### src/rtl/mul_share_arb.sv
// mul_share_arb: round-robin arbiter that shares one two-stage 8x8 unsigned
// multiplier between NUM_REQ requesters and returns id-tagged 16-bit products.
// A stalled response output back-pressures both pipeline stages.
// Optional feature: define MUL_ARB_STATS_EN to add per-requester saturating
// grant counters readable through stat_sel/stat_count.
module mul_share_arb #(
    parameter int NUM_REQ = 4,
    parameter int ID_W    = 2
) (
    input  logic                   clk,
    input  logic                   reset,
    input  logic [NUM_REQ-1:0]     req_valid,
    input  logic [8*NUM_REQ-1:0]   req_a,
    input  logic [8*NUM_REQ-1:0]   req_b,
    output logic [NUM_REQ-1:0]     req_ready,
    output logic                   rsp_valid,
    input  logic                   rsp_ready,
    output logic [15:0]            rsp_data,
    output logic [ID_W-1:0]        rsp_id,
    output logic                   busy
`ifdef MUL_ARB_STATS_EN
    ,
    input  logic [ID_W-1:0]        stat_sel,
    output logic [15:0]            stat_count
`endif
);

    // Stage S1: operand buffers
    logic              v1_reg;
    logic [7:0]        a_buf_reg;
    logic [7:0]        b_buf_reg;
    logic [ID_W-1:0]   id1_reg;

    // Stage S2: product
    logic              v2_reg;
    logic [15:0]       prod_reg;
    logic [ID_W-1:0]   id2_reg;

    // Index of the last granted requester
    logic [ID_W-1:0]   ptr_reg;

    logic [NUM_REQ-1:0][7:0] op_a;
    logic [NUM_REQ-1:0][7:0] op_b;

    logic              stall2;
    logic              adv1;
    logic              can_accept;
    logic              found_next;
    logic [ID_W-1:0]   winner_next;
    logic              grant_ok;
    logic              accept;

    assign op_a = req_a;
    assign op_b = req_b;

    assign stall2     = v2_reg & ~rsp_ready;
    assign adv1       = v1_reg & ~stall2;
    assign can_accept = ~v1_reg | ~stall2;

    // Round-robin search starting just after the last granted requester
    always_comb begin
        found_next  = 1'b0;
        winner_next = ptr_reg;
        for (int off = 1; off <= NUM_REQ; off++) begin
            if (!found_next && req_valid[ID_W'((int'(ptr_reg) + off) % NUM_REQ)]) begin
                found_next  = 1'b1;
                winner_next = ID_W'((int'(ptr_reg) + off) % NUM_REQ);
            end
        end
    end

    // Reset suppresses grants so a coinciding request is never taken
    assign grant_ok = found_next & can_accept & ~reset;

    generate
        for (genvar gi = 0; gi < NUM_REQ; gi++) begin : g_ready
            assign req_ready[gi] = grant_ok && (winner_next == ID_W'(gi));
        end
    endgenerate

    assign accept = |(req_valid & req_ready);

    // Pipeline registers and round-robin pointer
    always_ff @(posedge clk) begin
        if (reset) begin
            v1_reg    <= 1'b0;
            a_buf_reg <= 8'd0;
            b_buf_reg <= 8'd0;
            id1_reg   <= '0;
            v2_reg    <= 1'b0;
            prod_reg  <= 16'd0;
            id2_reg   <= '0;
            ptr_reg   <= ID_W'(NUM_REQ - 1);
        end else begin
            if (accept) begin
                a_buf_reg <= op_a[winner_next];
                b_buf_reg <= op_b[winner_next];
                id1_reg   <= winner_next;
                v1_reg    <= 1'b1;
                ptr_reg   <= winner_next;
            end else if (adv1) begin
                v1_reg    <= 1'b0;
            end

            if (adv1) begin
                prod_reg <= {8'd0, a_buf_reg} * {8'd0, b_buf_reg};
                id2_reg  <= id1_reg;
                v2_reg   <= 1'b1;
            end else if (v2_reg && rsp_ready) begin
                v2_reg   <= 1'b0;
            end
        end
    end

    assign rsp_valid = v2_reg;
    assign rsp_data  = prod_reg;
    assign rsp_id    = id2_reg;
    assign busy      = v1_reg | v2_reg;

`ifdef MUL_ARB_STATS_EN
    logic [NUM_REQ-1:0][15:0] cnt_all;

    generate
        for (genvar gi = 0; gi < NUM_REQ; gi++) begin : g_stat
            logic [15:0] cnt_reg;

            // Saturating count of handshakes for this requester
            always_ff @(posedge clk) begin
                if (reset) begin
                    cnt_reg <= 16'd0;
                end else if (req_valid[gi] && req_ready[gi] && cnt_reg != 16'hFFFF) begin
                    cnt_reg <= cnt_reg + 16'd1;
                end
            end

            assign cnt_all[gi] = cnt_reg;
        end
    endgenerate

    assign stat_count = cnt_all[stat_sel];
`endif

endmodule

### config.mk
export PLATFORM = sky130hd
export DESIGN_NAME = mul_share_arb
export DESIGN_NICKNAME = d
export VERILOG_FILES = /design/src/rtl/mul_share_arb.sv
export SDC_FILE = /design/constraint.sdc
export NUM_CORES = 1
export LEC_CHECK = 0
export ABC_AREA = 0
export ABC_CLOCK_PERIOD_IN_PS = 4400
export BUFFER_PORTS_ARGS = -buffer_cell sky130_fd_sc_hd__clkbuf_2
export CAP_MARGIN = 20
export CORE_UTILIZATION = 51
export CTS_BUF_LIST = sky130_fd_sc_hd__clkbuf_4
export DETAILED_ROUTE_END_ITERATION = 10
export MAX_ROUTING_LAYER = met4
export PLACE_DENSITY_LB_ADDON = 0.05
export RECOVER_POWER = 25
export SLEW_MARGIN = 20
export SYNTH_ARGS = -nofsm -noshare
export SYNTH_HDL_FRONTEND = slang
export SYNTH_SLANG_ARGS = --single-unit
export TNS_END_PERCENT = 30
### constraint.sdc
create_clock -name clk -period 4.4 [get_ports clk]
set_input_delay 0.22 -clock clk [delete_from_list [all_inputs] [get_ports clk]]
set_output_delay 0.22 -clock clk [all_outputs]
set_load 0.05 [all_outputs]
# Word level (Yosys, flattened, before mapping)
# Cells that the tools add are included.
# Widths: inputs -> output; s select.
classes:
  n_addsub: 4
  mul: 1
  n_lt_le_gt_ge: 5
  eq_ne: 3
  n_mux: 28
  bitwise_logic: 11
  reduce_logical: 15
op_table:
  columns: ["cell", "n"]
  rows:
  - ["$bmux 8 s2", 2]
  - ["$lt 2x4->1 const B", 4]
  - ["$mul 8x8->16", 1]
  - ["$mux 1", 16]
  - ["$mux 8", 2]
  - ["$bmux 1 s2", 4]
  - ["$logic_and 1x1->1", 8]
  - ["$mux 2", 4]
  - ["$add 2x1->2 const B", 2]
  - ["$add 2x2->2 const B", 2]
  - ["$and 1x1->1", 4]
  - ["$and 4x4->4", 1]
  - ["$eq 2x2->1 const B", 2]
  - ["$not 1->1", 4]
  - ["$reduce_bool 2->1", 2]
  - ["$reduce_or 4->1", 1]
  - ["$logic_not 1->1", 3]
  - ["$lt 2x3->1 const B", 1]
  - ["$eq 2x1->1 const B", 1]
  - ["$logic_not 2->1", 1]
  - ["$or 1x1->1", 2]
totals:
  ff_bits: 40
  inputBits: 71
  out_inout_bits: 24

# Logic depth before layout (Yosys ltp)
logic_depth:
  depth_word: 20
  depth_mapped: 16
  mapped_depth_nobuf: 15

# Worst setup path after synthesis
# OpenSTA, ideal clock, no wires.
synth_path:
  path_type: "reg-to-reg"
  from: "register b_buf_reg[7]"
  to: "register prod_reg[13] (netlist: rsp_data[13])"
  setup_time_ps: 63
  arrival_time_ps: 4115
  required_ps: 4337
  setup_slack_ps: 222
  stages_incl_launch_ff: 15
  path_buffers: 0
  cell_sequence: "dfxtp_1 > nand2_1 > fa_1 > fa_1 > inv_1 > fa_1 > inv_1 > fa_1 > inv_1 > ha_1 > o21a_1 > o31a_1 > o31a_1 > or4_1 > nand3_1"
synth_between:
  elab_chain_cells: 1
synth_lines:
  columns: ["element", "line_no", "rtl"]
  rows:
  - ["from (decl)", "31", "logic [7:0] b_buf_reg;"]
  - ["from (signal assigned)", "97", "b_buf_reg <= op_b[winner_next];"]
  - ["$mul 8x8->16", "106", "prod_reg <= {8'd0, a_buf_reg} * {8'd0, b_buf_reg};"]
  - ["to (signal assigned)", "106", null]
  - ["to (decl)", "36", "logic [15:0] prod_reg;"]
# No other way between the ends.
# A chain may end at the register's enable or synchronous reset.

# Worst setup path after layout
layout_path:
  from: "register a_buf_reg[1]"
  to: "register prod_reg[13] (netlist: rsp_data[13])"
layout_between:
  elab_chain_cells: 1
layout_lines:
  columns: ["element", "line_no", "rtl"]
  rows:
  - ["from (decl)", "30", "logic [7:0] a_buf_reg;"]
  - ["from (signal assigned)", "96", "a_buf_reg <= op_a[winner_next];"]
  - ["$mul 8x8->16", "106", null]
# No other way between the ends.

==> results_dict.tcl <==
set metrics [dict create \
    status "finished clean" \
    fin_crit_sh_pct 97.02 \
    port_buffers 94 \
    critPathKind "reg -> reg" \
    clockBufferDepth 2 \
    ys_top_cells_by_count "and2_1, nand2_1, inv_1" \
    yosys_most_used_dff "dfxtp_1" \
    tightest_slew_ns 1.043 \
    final_cell_area_mm2 0.004761 \
    post_dp_cell_area_mm2 0.004656 \
    cp_num_buf_inv 2 \
    gp_congestion 0.8630 \
    postRouteAntennaNets 0 \
    cp.arrival_ns 4.58 \
    syn_avg_cell_area_um2 8.289 \
    die_h_um 91.52 \
    synth.top_cell.area_share_pct 19.60 \
    ys_seq_elements 40 \
    first_pass_iters 4 \
    syn2layout_area_growth_pct 16.50 \
    path_common_cell "fa_1" \
    gr-total-overflow 0 \
    viasPerCell 5.570 \
    max-cap-violations 0 \
    max_freq_ghz 0.2343 \
    rows 32 \
    yosysSeqAreaShare_pct 19.60 \
    ios 95 \
    grt_use_total_pct 23.73 \
    min_path_type "in -> reg" \
    stdcell_count 683 \
    wl_per_cell_um 13.85 \
    first_global_vias 3538 \
    grt_max_degree 36 \
    tns_ns 0 \
    setup_viol 0 \
    start_kind "flop" \
    drive_above_1_share_pct 20.31 \
    slowest_stage "fa_1" \
    final_core_util_pct 61.61 \
    worst_setup_path_end_kind "flop" \
    drc 0 \
    cts_root_buf "clkbuf_4" \
    path_clk_slew_ns 0.14 \
    synth_edf_count 0 \
    dieWidth_um 91.52 \
    maxSlewViolCount 0 \
    power_mw 1.425 \
    slowest_delay_ns 0.55 \
    largest_register_ffs 16 \
    cpLargestDelayFamily "adder cells" \
    ys_warn_count 0 \
    clk_latency_ns 0.36 \
    cp_max_fo 9 \
    yosys.area.top_type "dfxtp_1" \
    pre_cts_slack_ns 0.05165 \
    core_mm2 0.007727 \
    dp_hpwl_um 7759 \
    cts.sinks 40 \
    antenna_found_initial 0 \
    start_util_pct 52.88 \
    syn_inst 493 \
    drt_iter0_markers 108 \
    syn-cell-area_mm2 0.004086 \
    vias 3804 \
    fin_nets 723 \
    dpl.cell_count 675 \
    wl_um 9459 \
    p_leak_nw 2.395 \
    yosys-top-cells-area "dfxtp_1, fa_1, ha_1, and2_1, a211oi_1" \
    async_flop_share_pct 0 \
    htreeDepth 2 \
    ir_worst_vdd_uv 148.9 \
    cts_buffers 5 \
    final_hold_viol_count 0 \
    syn_nets 636 \
    min_period_ns 4.269 \
    postLayoutSetupSlackWorst_ns 0.1313 \
    path_cells "and2_1 -> fa_1 -> fa_1 -> inv_1 -> fa_1 -> fa_1 -> inv_1 -> ha_1 -> o21a_1 -> o31a_1 -> o31a_1 -> or4_1 -> nand3_1" \
    grt_pass1_wl_um 15970 \
    antenna-diode-count 0 \
    critical_path_required_ns 4.71 \
    ys_types 46 \
    cts_setup_buffers 0 \
    power.density_mw_per_mm2 299.3 \
    slew_headroom_pct 30.29 \
    holdWs_ns 0.1689 \
    die_area_mm2 0.008375 \
    cts_tree "built" \
    finalClockSkew_ns 0.02352 \
]
## cells in the final DEF, fill, tap and decap left out, types with 5 or more instances in the layout
cell	Yosys	layout
a211oi_1	35	35
a21oi_1	15	15
and2_1	52	52
and3_1	35	35
buf_4	0	9
clkbuf_1	14	13
clkbuf_2	0	81
clkbuf_4	0	5
dfxtp_1	40	28
dfxtp_2	0	8
fa_1	36	36
ha_1	36	35
inv_1	47	47
nand2_1	52	52
nand3_1	14	14
nor2_1	20	20
nor3_1	9	9
o21ai_0	10	9
o31ai_1	17	16
## cell families (layout without fill, tap and decap cells)
group | count (synthesis) | in the layout | synth area share [%]
flops | 40 | 40 | 19.60
xor+xnor | 1 | 1 | 0.2144
mux | 1 | 1 | 0.2450
simple gates | 204 | 204 | 26.55
buf+inv | 71 | 159 | 6.767
compound gates | 104 | 104 | 17.97
fa+ha+maj | 72 | 72 | 28.66
## worst min-delay path, cell delays in order
cell      delay, ns
clkbuf_2       0.08
nor2b_1        0.07
nand2_1        0.07
a21oi_1        0.06
## final timing paths
path	start	to	slack (ns)	cells after the start
min	rsp_ready	v1_reg	0.17	4
min reg2reg	rsp_data[2]	rsp_data[2]	0.46	2
max reg2reg	a_buf_reg[1]	rsp_data[13]	0.13	13
max	a_buf_reg[1]	rsp_data[13]	0.13	13
## area by class of cell
cell class	instances	area, um2
clock buffers	5	37.54
clock inverters	3	42.54
fillers	727	2967
inverters	48	180.2
multi-input cells	382	3025
flip-flops and latches	40	825.8
well taps	102	127.6
repair buffers	103	521.8
## metal layers
layer	global-route usage (%)	part of all wire, %
met4	3.307	0.54
met3	3.015	4.0
met1	30.68	46
met2	40.60	50
met5	-	0
## report_power, final
part	total (mW)	internal (mW)	switching [mW]
clock	0.249	0.119	0.130
sequential	0.466	0.414	0.0522
combinational	0.710	0.276	0.434
## repair_timing
action / in CTS / in global routing
endpoints found under the setup margin: 0 / 4
hold endpoints to repair: 0 / 0
gates resized for setup: 0 / 20
hold buffers: 0 / 0
Note: power is estimated with default switching activity, not from simulation.
